$ cat src/rtl/sd_card_cmd_responder.sv
// sd_card_cmd_responder: card-side SD CMD line. Receives and checks 48-bit host
// commands, hands them to local card logic, and serialises the R1/R3/R6/R7
// (48-bit) or R2 (136-bit) response after the NCR turnaround.
// Ports: clock/reset (async, active-low); cmd_in/cmd_out/cmd_oe: CMD line;
//   cmd_valid/cmd_index/cmd_argument/crc_err/end_err: received command side;
//   resp_valid/resp_none/resp_long/resp_index/resp_data/resp_ack: response side;
//   busy: high whenever the responder is not idle.
// Macro SDCARD_CRC_CHECK_EN: when defined, the received CRC7 is verified;
//   otherwise the CRC field is ignored and crc_err is tied low.
module sd_card_cmd_responder #(
    parameter int NCR_CYCLES   = 2,
    parameter int RESP_TIMEOUT = 64
) (
    input  logic         clock,
    input  logic         reset,
    input  logic         cmd_in,
    output logic         cmd_out,
    output logic         cmd_oe,
    output logic         cmd_valid,
    output logic [5:0]   cmd_index,
    output logic [31:0]  cmd_argument,
    output logic         crc_err,
    output logic         end_err,
    input  logic         resp_valid,
    input  logic         resp_none,
    input  logic         resp_long,
    input  logic [5:0]   resp_index,
    input  logic [127:0] resp_data,
    output logic         resp_ack,
    output logic         busy
);

    localparam int WAIT_W = $clog2(RESP_TIMEOUT + NCR_CYCLES + 2);
    localparam logic [WAIT_W-1:0] NCR_MIN = WAIT_W'(NCR_CYCLES - 1);
    localparam logic [WAIT_W-1:0] TMO_CNT = WAIT_W'(RESP_TIMEOUT);

    typedef enum logic [2:0] {
        IDLE,
        RECV,
        CHECK,
        WAIT_RESP,
        SEND
    } state_t;

    state_t state, state_next;

    // Frame bits 46..0; the start bit is always 0 and not stored.
    logic [46:0]       rx_shift;
    logic [5:0]        bit_cnt;
    logic [WAIT_W-1:0] wait_cnt;
    logic [135:0]      tx_shift;
    logic [7:0]        tx_cnt;
    logic [39:0]       short_body;
    logic [135:0]      tx_frame;

    logic chk_ok;
    logic chk_end;
    logic none_ack;
    logic accept;

    function automatic logic [6:0] crc7_step(input logic [6:0] c, input logic b);
        logic fb;
        fb = b ^ c[6];
        return {c[5:0], 1'b0} ^ (fb ? 7'h09 : 7'h00);
    endfunction

    function automatic logic [6:0] crc7_40(input logic [39:0] d);
        logic [6:0] c;
        c = '0;
        for (int i = 39; i >= 0; i--) begin
            c = crc7_step(c, d[i]);
        end
        return c;
    endfunction

`ifdef SDCARD_CRC_CHECK_EN
    logic [6:0] rx_crc;
    logic       crc_bad;
    logic       chk_crc;
    assign crc_bad = (rx_crc != rx_shift[7:1]);
`else
    logic unused_crc_field;
    assign unused_crc_field = ^rx_shift[7:1];
    assign crc_err = 1'b0;
`endif

    assign busy = (state != IDLE);

    // Response frame, left-aligned so the first bit to send is bit 135.
    always_comb begin
        short_body = {2'b00, resp_index, resp_data[31:0]};
        if (resp_long) begin
            tx_frame = {2'b00, 6'h3F, resp_data[127:1], 1'b1};
        end else begin
            tx_frame = {short_body, crc7_40(short_body), 1'b1, 88'd0};
        end
    end

    always_ff @(posedge clock or negedge reset) begin
        if (!reset) begin
            state <= IDLE;
        end else begin
            state <= state_next;
        end
    end

    always_comb begin
        state_next = state;
        chk_ok     = 1'b0;
        chk_end    = 1'b0;
        none_ack   = 1'b0;
        accept     = 1'b0;
`ifdef SDCARD_CRC_CHECK_EN
        chk_crc    = 1'b0;
`endif
        unique case (state)
            IDLE: begin
                if (!cmd_in) state_next = RECV;
            end
            RECV: begin
                if (bit_cnt == 6'd0) state_next = CHECK;
            end
            CHECK: begin
                state_next = IDLE;
                // Transmission bit 0 means another card's response: drop silently.
                if (rx_shift[46]) begin
                    if (!rx_shift[0]) begin
                        chk_end = 1'b1;
`ifdef SDCARD_CRC_CHECK_EN
                    end else if (crc_bad) begin
                        chk_crc = 1'b1;
`endif
                    end else begin
                        chk_ok     = 1'b1;
                        state_next = WAIT_RESP;
                    end
                end
            end
            WAIT_RESP: begin
                if (resp_valid && resp_none) begin
                    none_ack   = 1'b1;
                    state_next = IDLE;
                end else if (resp_valid && wait_cnt >= NCR_MIN) begin
                    accept     = 1'b1;
                    state_next = SEND;
                end else if (wait_cnt >= TMO_CNT) begin
                    state_next = IDLE;
                end
            end
            SEND: begin
                if (tx_cnt == 8'd0) state_next = IDLE;
            end
            default: state_next = IDLE;
        endcase
    end

    always_ff @(posedge clock or negedge reset) begin
        if (!reset) begin
            rx_shift     <= '0;
            bit_cnt      <= '0;
            wait_cnt     <= '0;
            tx_shift     <= '0;
            tx_cnt       <= '0;
            cmd_out      <= 1'b1;
            cmd_oe       <= 1'b0;
            cmd_valid    <= 1'b0;
            cmd_index    <= '0;
            cmd_argument <= '0;
            end_err      <= 1'b0;
            resp_ack     <= 1'b0;
`ifdef SDCARD_CRC_CHECK_EN
            rx_crc       <= '0;
            crc_err      <= 1'b0;
`endif
        end else begin
            cmd_valid <= 1'b0;
            end_err   <= chk_end;
            resp_ack  <= none_ack | accept;
`ifdef SDCARD_CRC_CHECK_EN
            crc_err   <= chk_crc;
            // The start bit is 0, so the CRC after it is still the zero init.
            if (state == IDLE) rx_crc <= '0;
            if (state == RECV && bit_cnt >= 6'd8) begin
                rx_crc <= crc7_step(rx_crc, cmd_in);
            end
`endif
            if (state == IDLE) begin
                bit_cnt <= 6'd46;
            end
            if (state == RECV) begin
                rx_shift <= {rx_shift[45:0], cmd_in};
                bit_cnt  <= bit_cnt - 6'd1;
            end
            if (chk_ok) begin
                cmd_valid    <= 1'b1;
                cmd_index    <= rx_shift[45:40];
                cmd_argument <= rx_shift[39:8];
                // The edge leaving CHECK is one clock after the end bit.
                wait_cnt     <= WAIT_W'(1);
            end
            if (state == WAIT_RESP) begin
                wait_cnt <= wait_cnt + WAIT_W'(1);
            end
            if (accept) begin
                cmd_oe   <= 1'b1;
                cmd_out  <= tx_frame[135];
                tx_shift <= {tx_frame[134:0], 1'b0};
                tx_cnt   <= resp_long ? 8'd135 : 8'd47;
            end
            if (state == SEND) begin
                if (tx_cnt == 8'd0) begin
                    cmd_oe  <= 1'b0;
                    cmd_out <= 1'b1;
                end else begin
                    cmd_out  <= tx_shift[135];
                    tx_shift <= {tx_shift[134:0], 1'b0};
                    tx_cnt   <= tx_cnt - 8'd1;
                end
            end
        end
    end

endmodule

$ cat config.mk
export PLATFORM = sky130hd
export DESIGN_NAME = sd_card_cmd_responder
export DESIGN_NICKNAME = d
export VERILOG_FILES = /design/src/rtl/sd_card_cmd_responder.sv
export SDC_FILE = /design/constraint.sdc
export NUM_CORES = 1
export LEC_CHECK = 0
export ABC_AREA = 1
export CAP_MARGIN = 10
export CELL_PAD_IN_SITES_DETAIL_PLACEMENT = 1
export CELL_PAD_IN_SITES_GLOBAL_PLACEMENT = 1
export CORE_ASPECT_RATIO = 1.2
export CORE_UTILIZATION = 40
export DETAILED_ROUTE_END_ITERATION = 8
export PLACE_DENSITY_LB_ADDON = 0.1
export SYNTH_ARGS = -nofsm -noshare
export SYNTH_HDL_FRONTEND = slang
export SYNTH_SLANG_ARGS = --single-unit
export TNS_END_PERCENT = 100
$ cat constraint.sdc
create_clock -name clock -period 2.7 [get_ports clock]
set_clock_uncertainty 0.05 [all_clocks]
set_input_delay 0.675 -clock clock [delete_from_list [all_inputs] [get_ports clock]]
set_output_delay 0.675 -clock clock [all_outputs]
set_load 0.03 [all_outputs]
==> qor.yml, run 1 <==
gp_congestion: 0.888
wire_per_inst_um: 16.8
synth_area_mm2: 0.0121
use_met3_pct: 2.86
port_buffers: 183
initial_core_util_pct: 40.8
cp_num_buf_inv: 3
syn_avg_cell_area_um2: 8.21
clock_latency_ns: 0.55
tightest_slew_ns: 0.694
start_kind: "flop"
status: "completed"
grt.met1_usage_pct: 28.6
nets: 1832
synth_mux_area_share_pct: 0.165
arrival_ns: 1.81
p_per_area_mw_per_mm2: 874
period_needed_ns: 2.53
synth_xor_area_share_pct: 0.362
wl_mm: 35.3
die_area_mm2: 0.0310
p_leak_nw: 7.56
synth_seq_area_share_pct: 51.7
dieHeight_um: 193
hold-worst-slack_ns: 0.370
grt_pass1_vias: 11620
vias: 10979
syn-num-nets: 1620
core_area_mm2: 0.0297
drt-initial-drc-count: 540
slew_headroom_pct: 53.7
critPathMaxFanout: 4
maxCapViolCount: 0
chipWidth_um: 161
diodes: 0
syn_to_final_growth_pct: 32.3
post_synth_and_or_nand_nor_area_fraction_pct: 19.1
grt-ovfl-total: 0
power.total_w: 0.0140
ctsRootBufferMaster: "clkbuf_16"
crit_family: "buffers and inverters"
endpoint_kind: "output port"
drive_gt1_share_pct: 13.7
use_met2_pct: 42.8
synth_cell_types: 36
r2r-start: "tx_cnt[0]"
hold_path.class: "input pin to flop"
grt_max_degree: 86
fmax_mhz: 395
cts-htree-levels: 1
dp.cells: 2045
slowest_stage: "dfrtp_1"
synth_top_family_by_area: "simple AND/OR/NAND/NOR gates"
hp-start: "resp_data[28]"
critical_path_class: "flop to output port"
cp.required_ns: 1.98
path_cells: "nor2_1 > inv_1 > nor2_1 > inv_1 > dlygate4sd2_1"
drc: 0
instances_no_fill: 2098
regToRegSetupSlack_ns: 0.43
slew_viol_final: 0
synthCells: 1475
fin_crit_sh_pct: 93.8
grt_pass1_wl_mm: 58.3
peakVddDrop_mv: 0.477
dr.pass1.iters: 5
clockBufferDepth: 3
crit_start: "state[1]"
pin_count: 185
synthAdderAreaFrac_pct: 0.517
grt_busiest_layer: "met2"
clkSinkCount: 250
cts_tree: "built"
crit_path_max_incr_delay_ns: 0.41
detail-route-antenna-nets: 0
final-setup-viol-count: 0
vias_per_cell: 5.23
yosys_warnings: 0
hold_violations: 0
synth-seq-cells: 250
path_clk_slew_ns: 0.06
antenna_found_initial: 0
num_rows: 69
synth_compound_area_share_pct: 17.6
cts-buffers-inserted: 28
hpwlAfterDp_mm: 25.5
grt_use_total_pct: 23.4
## per-stage QoR
step / TNS (ns) / worst slack (ns) / cell area [µm²] / util (%)
finish: 0 / 0.169 / 16000 / 53.9
global route: -0.0238 / -0.0149 / 16000 / 53.9
CTS: 0 / 0.0114 / 15900 / 53.6
detailed placement: -4.83 / -0.795 / 14900 / 50.1
global placement: -4.12 / -0.751 / 14900 / 50.1
floorplan: 0 / 0.311 / 12100 / -
## report_power, final
| part | total (W) | leakage (nW) | internal, W | switching [W] |
|---|---|---|---|---|
| logic | 0.00438 | 3.83 | 0.00176 | 0.00262 |
| clock network | 0.00416 | 0.505 | 0.00258 | 0.00158 |
| registers | 0.00545 | 3.23 | 0.00491 | 0.000534 |
## worst paths after layout
check | endpoint | depth (start not counted)
worst max-delay path | busy | 5
worst min-delay path | tx_shift[29] | 3
worst max register to register | tx_shift[112] | 15
worst min register to register | end_err | 1
max in group asynchronous | tx_shift[116] | 3
min in group asynchronous | cmd_argument[4] | 2
## what timing repair did
action | CTS | global route
endpoints found under the hold margin | 6 | 0
resized for setup | 29 | 67
setup endpoints to repair | 8 | 7
buffers inserted | 0 | 1
pin swaps | 2 | 19
hold buffers | 1 | 0
## cell usage in the layout (no fill, tap or decap), types with 20 or more instances in the layout
master             n
buf_4             56
o221ai_1          86
o211ai_1          32
o21ai_0          116
dfrtp_1          249
clkbuf_16         29
nand2_1          344
a22oi_1           20
a21oi_1           34
nand3_1           70
inv_1            246
nor2_1            46
clkdlybuf4s50_1  163
nand2_2           53
## state kept, by name, summed over array words and instances (netlist names), 3 cells and up
signal	flops
cmd_argument	32
wait_cnt	7
rx_shift	47
tx_cnt	8
bit_cnt	6
tx_shift	136
cmd_index	6
state	3
## logic make-up (layout without fill, tap and decap cells)
logic type / Yosys count / after routing
simple gates: 554 / 554
other cells: 1 / 1
fa+ha+maj: 5 / 5
mux: 2 / 2
compound gates: 323 / 323
buf+inv: 335 / 568
xor+xnor: 5 / 5
flops: 250 / 250
## routing by layer
| metal | wire length, µm | share of wire, % | vias up |
|---|---|---|---|
| li1 | - | - | 5265 |
| met1 | 14700 | 42 | 5431 |
| met2 | 18400 | 52 | 215 |
| met5 | 0 | 0 | - |
| met3 | 1240 | 3.5 | 68 |
| met4 | 989 | 2.8 | 0 |
## Yosys cell counts
| master | count | area [µm²] |
|---|---|---|
| a21oi_1 | 34 | 170 |
| a21oi_2 | 3 | 26.3 |
| a221oi_1 | 8 | 70.1 |
| a22oi_1 | 20 | 150 |
| a32o_1 | 2 | 20.0 |
| buf_1 | 9 | 33.8 |
| buf_2 | 11 | 55.1 |
| buf_4 | 1 | 7.51 |
| clkbuf_1 | 52 | 195 |
| clkinv_1 | 1 | 3.75 |
| conb_1 | 1 | 3.75 |
| dfrtp_1 | 249 | 6230 |
| dfstp_2 | 1 | 26.3 |
| ha_1 | 5 | 62.6 |
| inv_1 | 253 | 950 |
| inv_2 | 8 | 30.0 |
| mux2i_1 | 2 | 20.0 |
| nand2_1 | 371 | 1390 |
| nand2_2 | 31 | 194 |
| nand3_1 | 82 | 410 |
| nand3_2 | 1 | 10.0 |
| nand3b_1 | 1 | 7.51 |
| nand4_1 | 3 | 18.8 |
| nor2_1 | 52 | 195 |
| nor2_2 | 3 | 18.8 |
| nor3_1 | 6 | 30.0 |
| nor3_2 | 1 | 10.0 |
| nor4_1 | 3 | 18.8 |
| o211ai_1 | 32 | 240 |
| o21ai_0 | 117 | 586 |
| o21ai_1 | 11 | 55.1 |
| o221ai_1 | 86 | 753 |
| o22ai_1 | 9 | 56.3 |
| o31ai_1 | 1 | 7.51 |
| xnor2_1 | 4 | 35.0 |
| xor2_1 | 1 | 8.76 |
## final cells by class
class	instances	area (µm²)
fillers	3544	13700
flip-flops and latches	250	6260
multi-input cells	890	4750
repair buffers	255	2510
inverters	262	986
clock buffers	40	857
well taps	390	488
clock inverters	11	161
## worst register-to-register path: cells and delay by family (launching register included)
family / cells / cell delay (ns)
flops: 1 / 0.36
fa+ha+maj: 1 / 0.16
simple gates: 4 / 0.39
compound gates: 2 / 0.29
buf+inv: 8 / 0.91
Power figures use the tool's default switching activity.
==> run 2: changes to the inputs <==
--- a/config.mk
+++ b/config.mk
@@ -10,8 +10,9 @@
 export CELL_PAD_IN_SITES_DETAIL_PLACEMENT = 1
 export CELL_PAD_IN_SITES_GLOBAL_PLACEMENT = 1
 export CORE_ASPECT_RATIO = 1.2
-export CORE_UTILIZATION = 40
+export CORE_UTILIZATION = 44
 export DETAILED_ROUTE_END_ITERATION = 8
+export GPL_ROUTABILITY_DRIVEN = 0
 export PLACE_DENSITY_LB_ADDON = 0.1
 export SYNTH_ARGS = -nofsm -noshare
 export SYNTH_HDL_FRONTEND = slang
==> constraint.sdc (replaced) <==
create_clock -name clock -period 3.2 [get_ports clock]
set_clock_uncertainty 0.05 [all_clocks]
set_input_delay 0.8 -clock clock [delete_from_list [all_inputs] [get_ports clock]]
set_output_delay 0.8 -clock clock [all_outputs]
set_load 0.03 [all_outputs]
==> run 2 against run 1 <==
  * Via count down 1.1%
  * Critical endpoint is now tx_shift[96]
  * Highest routed layer unchanged
  * Sequential share of layout area grew 0.94 points
  * Sequential cell count stayed put
  * Final area decreased by 2.3%
  * Clock-buffer cell count grew 1
  * Hold slack lost 0.15 ns
  * Core utilization increased by 3.8 points
  * Global-route usage up 2.4 points
  * Critical path depth increased by 18
==> qor.yml, run 2 (synthesis gave the netlist of run 1 again) <==
status: "completed"
vias: 10859  # -1.1%
largest_reg_flops: 136  # unchanged
p_per_area_mw_per_mm2: 747  # -14%
cp.required_ns: 3.56  # +1.58 ns
drive_gt1_share_pct: 8.96  # -4.7 points
grt_max_degree: 93  # +8.1%
clockBufferDepth: 3  # unchanged
multi_input_area_mm2: 0.00461  # -3.0%
num_rows: 66  # -4.3%
cts_setup_buffers: 0  # unchanged
fillers: 3202  # -9.7%
cts-buffers-inserted: 28  # unchanged
instances_no_fill: 2025  # -3.5%
grt_pass1_vias: 11839  # +1.9%
p_int_w: 0.00774  # -16%
grt-ovfl-total: 0  # unchanged
slew_headroom_pct: 27.9  # -26 points
fmax_mhz: 339
port_buffers: 183  # unchanged
wl_mm: 35.2  # -0.41%
postLayoutCoreUtil_pct: 57.7  # +3.8 points
final-setup-viol-count: 0  # unchanged
initial_core_util_pct: 44.7  # +3.9 points
dp.cells: 1973  # -3.5%
hold_violations: 0  # unchanged
cts-htree-levels: 1  # unchanged
power.switching_w: 0.00394  # -17%
period_needed_ns: 2.95
clkSinkCount: 250  # unchanged
clock_latency_ns: 0.54  # about the same
peakVddDrop_mv: 0.461  # -3.3%
nets: 1808  # -1.3%
maxCapViolCount: 0  # unchanged
p_leak_nw: 7.46  # -1.4%
start_kind: "input pin"
syn_to_final_growth_pct: 29.2
drc: 0  # unchanged
rsz0062_at_grt: "no"
seq_power_share_pct: 39.4  # +0.5 points
tightest_slew_ns: 1.08  # +0.386 ns
critPathMaxFanout: 4  # unchanged
final_common_cell: "nand2_1"
core_area_mm2: 0.0271  # -8.8%
antenna_found_initial: 0  # unchanged
drt-initial-drc-count: 444  # -18%
vias_per_cell: 5.36  # +2.5%
slew_viol_final: 0  # unchanged
grt_use_total_pct: 25.8  # +2.4 points
dieHeight_um: 184  # -4.6%
hold_path.class: "input pin to async pin"
dr.pass1.iters: 4  # -1
regArea_mm2: 0.00626  # unchanged
combPwrFrac_pct: 30.6  # -0.7 points
die_area_mm2: 0.0282  # -9.0%
endpoint_kind: "flop"
wire_per_inst_um: 17.4  # +3.2%
fin_crit_sh_pct: 92.1
ctsRootBufferMaster: "clkbuf_16"
path_clk_slew_ns: 0.06  # about the same
hpwlAfterDp_mm: 24.5  # -3.8%
regMostFlops: "tx_shift"
detail-route-antenna-nets: 0  # unchanged
grt_pass1_wl_mm: 58.7  # +0.69%
swShare_pct: 33.8  # -0.11 points
critical_path_class: "input pin to flop"
chipWidth_um: 153  # -4.6%
arrival_ns: 3.30  # +1.49 ns
clockPowerShare_pct: 29.9  # +0.2 points
diodes: 0  # unchanged
pin_count: 185  # unchanged
final_cell_mix: "nand2_1, inv_1, dfrtp_1"
cts_tree: "built"
top_regs: "tx_shift (136), rx_shift (47), cmd_argument (32)"
-- run 2: changes by cell type in the layout (fill, tap and decap cells not counted), sizes merged --
cell	before	now
dlygate4sd3	1	0
clkbuf	52	41
inv	262	263
clkdlybuf4s15	1	0
bufinv	4	5
buf	72	49
clkdlybuf4s50	163	171
dlygate4sd2	3	0
clkinv	6	4
dlymetal6s2s	3	11
-- run 2: final cells by class --
type                            instances  area share (%)
Sequential cell                       250            40.0
Multi-Input combinational cell        890            29.5
Tap cell                              340            2.72
Clock buffer                           41            5.25
Inverter                              262            6.31
Timing Repair Buffer                  231            15.0
Clock inverter                         11            1.22
-- run 2: worst max-delay path, cell delays in order --
cell	delay (ns)
clkdlybuf4s50_1	0.46
nand2_1	0.12
inv_1	0.05
nor2_1	0.14
nand2_1	0.07
nand2_1	0.11
inv_1	0.06
nand2_2	0.09
nand2_2	0.06
nand2_1	0.12
nand2_1	0.08
nand2_2	0.10
nand3_1	0.15
nand2_2	0.12
nand2_2	0.06
nand2_2	0.09
inv_1	0.04
nand2_1	0.06
nand2_1	0.09
inv_1	0.11
nor2_1	0.04
o21ai_0	0.17
a21oi_1	0.09
-- run 2: power by group through the flow --
| stage | clock (W) | combinational (W) | sequential, W |
|---|---|---|---|
| after global placement | 0 | 0.00337 | 0.00459 |
| final | 0.00350 | 0.00358 | 0.00461 |
| after floorplan | 0 | 0.00252 | 0.00452 |
| after global routing | 0.00370 | 0.00409 | 0.00470 |
| after detailed placement | 0 | 0.00355 | 0.00464 |
| after CTS | 0.00357 | 0.00363 | 0.00460 |
-- run 2: timing repair --
item	in CTS	in global routing
endpoints found under the setup margin	0	6
gates resized for setup	0	14
hold buffers	0	0
-- run 2: path summary, 6_finish.rpt --
kind,start,to,slack [ns],cells past startpoint
worst max-delay path,resp_data[23],tx_shift[96],0.25,23
worst min register to register,rx_shift[0],end_err,0.37,1
min in group clock,rx_shift[0],end_err,0.37,1
worst max register to register,tx_cnt[0],tx_shift[7],0.60,13
max in group asynchronous,reset,tx_shift[10],2.13,2
worst min-delay path,reset,cmd_argument[7],0.22,1
-- run 2: metrics by stage --
| step | power (W) | setup TNS [ns] | area, µm² | setup slack (ns) | hold WS (ns) |
|---|---|---|---|---|---|
| finish | 0.0117 | 0 | 15600 | 0.252 | 0.220 |
| global route | 0.0125 | 0 | 15600 | 0.0195 | 0.244 |
| global placement | 0.00796 | -1.23 | 14600 | -0.293 | 0.368 |
| detailed placement | 0.00819 | -2.05 | 14600 | -0.382 | 0.369 |
| floorplan | 0.00704 | 0 | 12100 | 0.686 | 0.353 |
| CTS | 0.0118 | 0 | 15600 | 0.163 | 0.227 |
-- run 2: routing by layer --
layer  GRT usage (%)  routed length, µm
met5               0                  0
met2            49.8              18900
met1            29.7              14400
met4            8.04                905
met3            2.73               1020
==> run 3: changes to the inputs <==
--- a/config.mk
+++ b/config.mk
@@ -10,10 +10,11 @@
 export CELL_PAD_IN_SITES_DETAIL_PLACEMENT = 1
 export CELL_PAD_IN_SITES_GLOBAL_PLACEMENT = 1
 export CORE_ASPECT_RATIO = 1.2
-export CORE_UTILIZATION = 44
+export CORE_UTILIZATION = 30
 export DETAILED_ROUTE_END_ITERATION = 8
 export GPL_ROUTABILITY_DRIVEN = 0
 export PLACE_DENSITY_LB_ADDON = 0.1
+export SKIP_LAST_GASP = 1
 export SYNTH_ARGS = -nofsm -noshare
 export SYNTH_HDL_FRONTEND = slang
 export SYNTH_SLANG_ARGS = --single-unit
==> run 3 against run 2 <==
  * Critical path depth is 18 lower
  * Core utilization shrank 18 points
  * Clock power shrank 3%
  * Non-clock buffer count is 4 higher
  * Cell count up 9.8%
  * Routed wire length rose by 1.8%
  * Largest cell class unchanged
==> qor.yml, run 3 (synthesis gave the netlist of run 1 again) <==
status: "completed"
clock_latency_ns: 0.55  # about the same
slew_headroom_pct: 62.2  # +34 points
maxCapViolCount: 0  # unchanged
core_area_mm2: 0.0397  # +47%
period_needed_ns: 2.92  # -0.0284 ns
cts-htree-levels: 1  # unchanged
pin_count: 185  # unchanged
ctsRootBufferMaster: "clkbuf_16"
instances_no_fill: 2223  # +9.8%
slew_viol_final: 0  # unchanged
dp.cells: 2169  # +9.9%
num_rows: 80  # +21%
grt_pass1_wl_mm: 59.8  # +1.9%
cts_tree: "built"
grt_max_degree: 86  # -7.5%
final-setup-viol-count: 0  # unchanged
cp.required_ns: 2.35  # -1.21 ns
top_regs: "tx_shift (136), rx_shift (47), cmd_argument (32)"
postLayoutCoreUtil_pct: 40.1  # -18 points
regToRegSetupSlack_ns: 0.86  # +0.26 ns
die_area_mm2: 0.0412  # +46%
multi_input_area_mm2: 0.00462  # +0.22%
cts_setup_buffers: 0  # unchanged
arrival_ns: 2.07  # -1.23 ns
fin_crit_sh_pct: 91.3  # -0.89 points
vias: 10631  # -2.1%
cts-buffers-inserted: 29  # +3.6%
drive_gt1_share_pct: 9.41  # +0.45 points
pre_cts_ws_ns: -0.447  # -0.0656 ns
hold-worst-slack_ns: 0.126  # -0.0937 ns
largest_reg_flops: 136  # unchanged
dr.pass1.iters: 4  # unchanged
clockBufferDepth: 3  # unchanged
chipWidth_um: 185  # +21%
antenna_found_initial: 2  # +2
reg2reg_to: "tx_shift[112]"
port_buffers: 183  # unchanged
final_common_cell: "nand2_1"
path_clk_slew_ns: 0.06  # about the same
clkSinkCount: 250  # unchanged
power.switching_w: 0.00384  # -2.6%
swShare_pct: 33.3  # -0.42 points
fillers: 4703  # +47%
detail-route-antenna-nets: 0  # unchanged
wire_per_inst_um: 16.1  # -7.3%
p_int_w: 0.00768  # -0.76%
syn_to_final_growth_pct: 31.7
rsz0062_at_grt: "no"
p_leak_nw: 7.48  # +0.34%
peakVddDrop_mv: 0.359  # -22%
vias_per_cell: 4.78  # -11%
grt_use_total_pct: 18.1  # -7.7 points
start_kind: "flop"
hold_violations: 0  # unchanged
hold_path.class: "input pin to async pin"
hpwlAfterDp_mm: 25.9  # +5.4%
nets: 1813  # +0.28%
dieHeight_um: 222  # +21%
drc: 0  # unchanged
p_per_area_mw_per_mm2: 723  # -3.3%
timing.setup.tns_ns: 0  # unchanged
combPwrFrac_pct: 30.6  # about the same
regMostFlops: "tx_shift"
seq_power_share_pct: 39.8  # +0.4 points
grt-ovfl-total: 0  # unchanged
final_cell_mix: "nand2_1, inv_1, dfrtp_1"
critPathMaxFanout: 4  # unchanged
initial_core_util_pct: 30.5  # -14 points
critical_path_class: "flop to output port"
worst_slack_ns: 0.280  # +0.0284 ns
grt_pass1_vias: 11385  # -3.8%
r2r-start: "wait_cnt[0]"
rr_worst_depth: 11  # -2
tightest_slew_ns: 0.566  # -0.515 ns
clockPowerShare_pct: 29.6  # -0.3 points
drt-initial-drc-count: 465  # +4.7%
regArea_mm2: 0.00626  # unchanged
wl_mm: 35.8  # +1.8%
endpoint_kind: "output port"
fmax_mhz: 342  # +0.97%
==> run 3: final cells by class <==
class                           count  area share (%)
Tap cell                          533            4.18
Antenna cell                        1          0.0157
Inverter                          262            6.19
Multi-Input combinational cell    890            29.0
Sequential cell                   250            39.3
Timing Repair Buffer              235            15.2
Clock inverter                      8           0.761
Clock buffer                       44            5.47
==> run 3: power groups by stage <==
stage | Sequential (W) | Clock, W | Combinational, W
after floorplan | 0.00452 | 0 | 0.00252
after global placement | 0.00460 | 0 | 0.00348
after detailed placement | 0.00463 | 0 | 0.00359
after CTS | 0.00459 | 0.00355 | 0.00361
after global routing | 0.00469 | 0.00366 | 0.00410
final | 0.00458 | 0.00341 | 0.00353
==> run 3: worst max path at each step <==
stage | slack [ns] | end | depth (start not counted) | from
floorplan | 0.69 | tx_shift[96] | 22 | resp_data[30]
global placement | -0.43 | tx_shift[96] | 24 | resp_index[1]
detailed placement | -0.45 | tx_shift[96] | 22 | resp_index[1]
CTS | 0.13 | tx_shift[96] | 22 | resp_index[1]
global route | 0.002 | tx_shift[93] | 24 | resp_data[23]
finish | 0.28 | busy | 5 | state[1]
==> run 3: layer usage <==
| metal | GRT usage, % | up-vias | wire (µm) |
|---|---|---|---|
| met1 | 22.4 | 5237 | 15500 |
| met3 | 2.30 | 30 | 1170 |
| met2 | 33.0 | 150 | 18700 |
| met5 | 0 | - | 13 |
| li1 | - | 5212 | - |
| met4 | 4.08 | 2 | 484 |
==> run 3: stage by stage <==
stage,cell area (µm²),power (W)
final,15900,0.0115
after global routing,15900,0.0125
after CTS,15900,0.0117
after detailed placement,14900,0.00822
after global placement,14900,0.00808
after floorplan,12100,0.00704
==> run 3: critical path, stage by stage, from the launching register on <==
cell and delay (ns):
dfrtp_1 0.42, nor2_1 0.15, inv_1 0.10, nor2_1 0.16, inv_1 0.08, clkdlybuf4s50_1 0.61
==> run 3: timing repair <==
item / in CTS / in global routing
gates resized for setup: 0 / 18
setup endpoints to repair: 0 / 7
hold buffers: 0 / 0
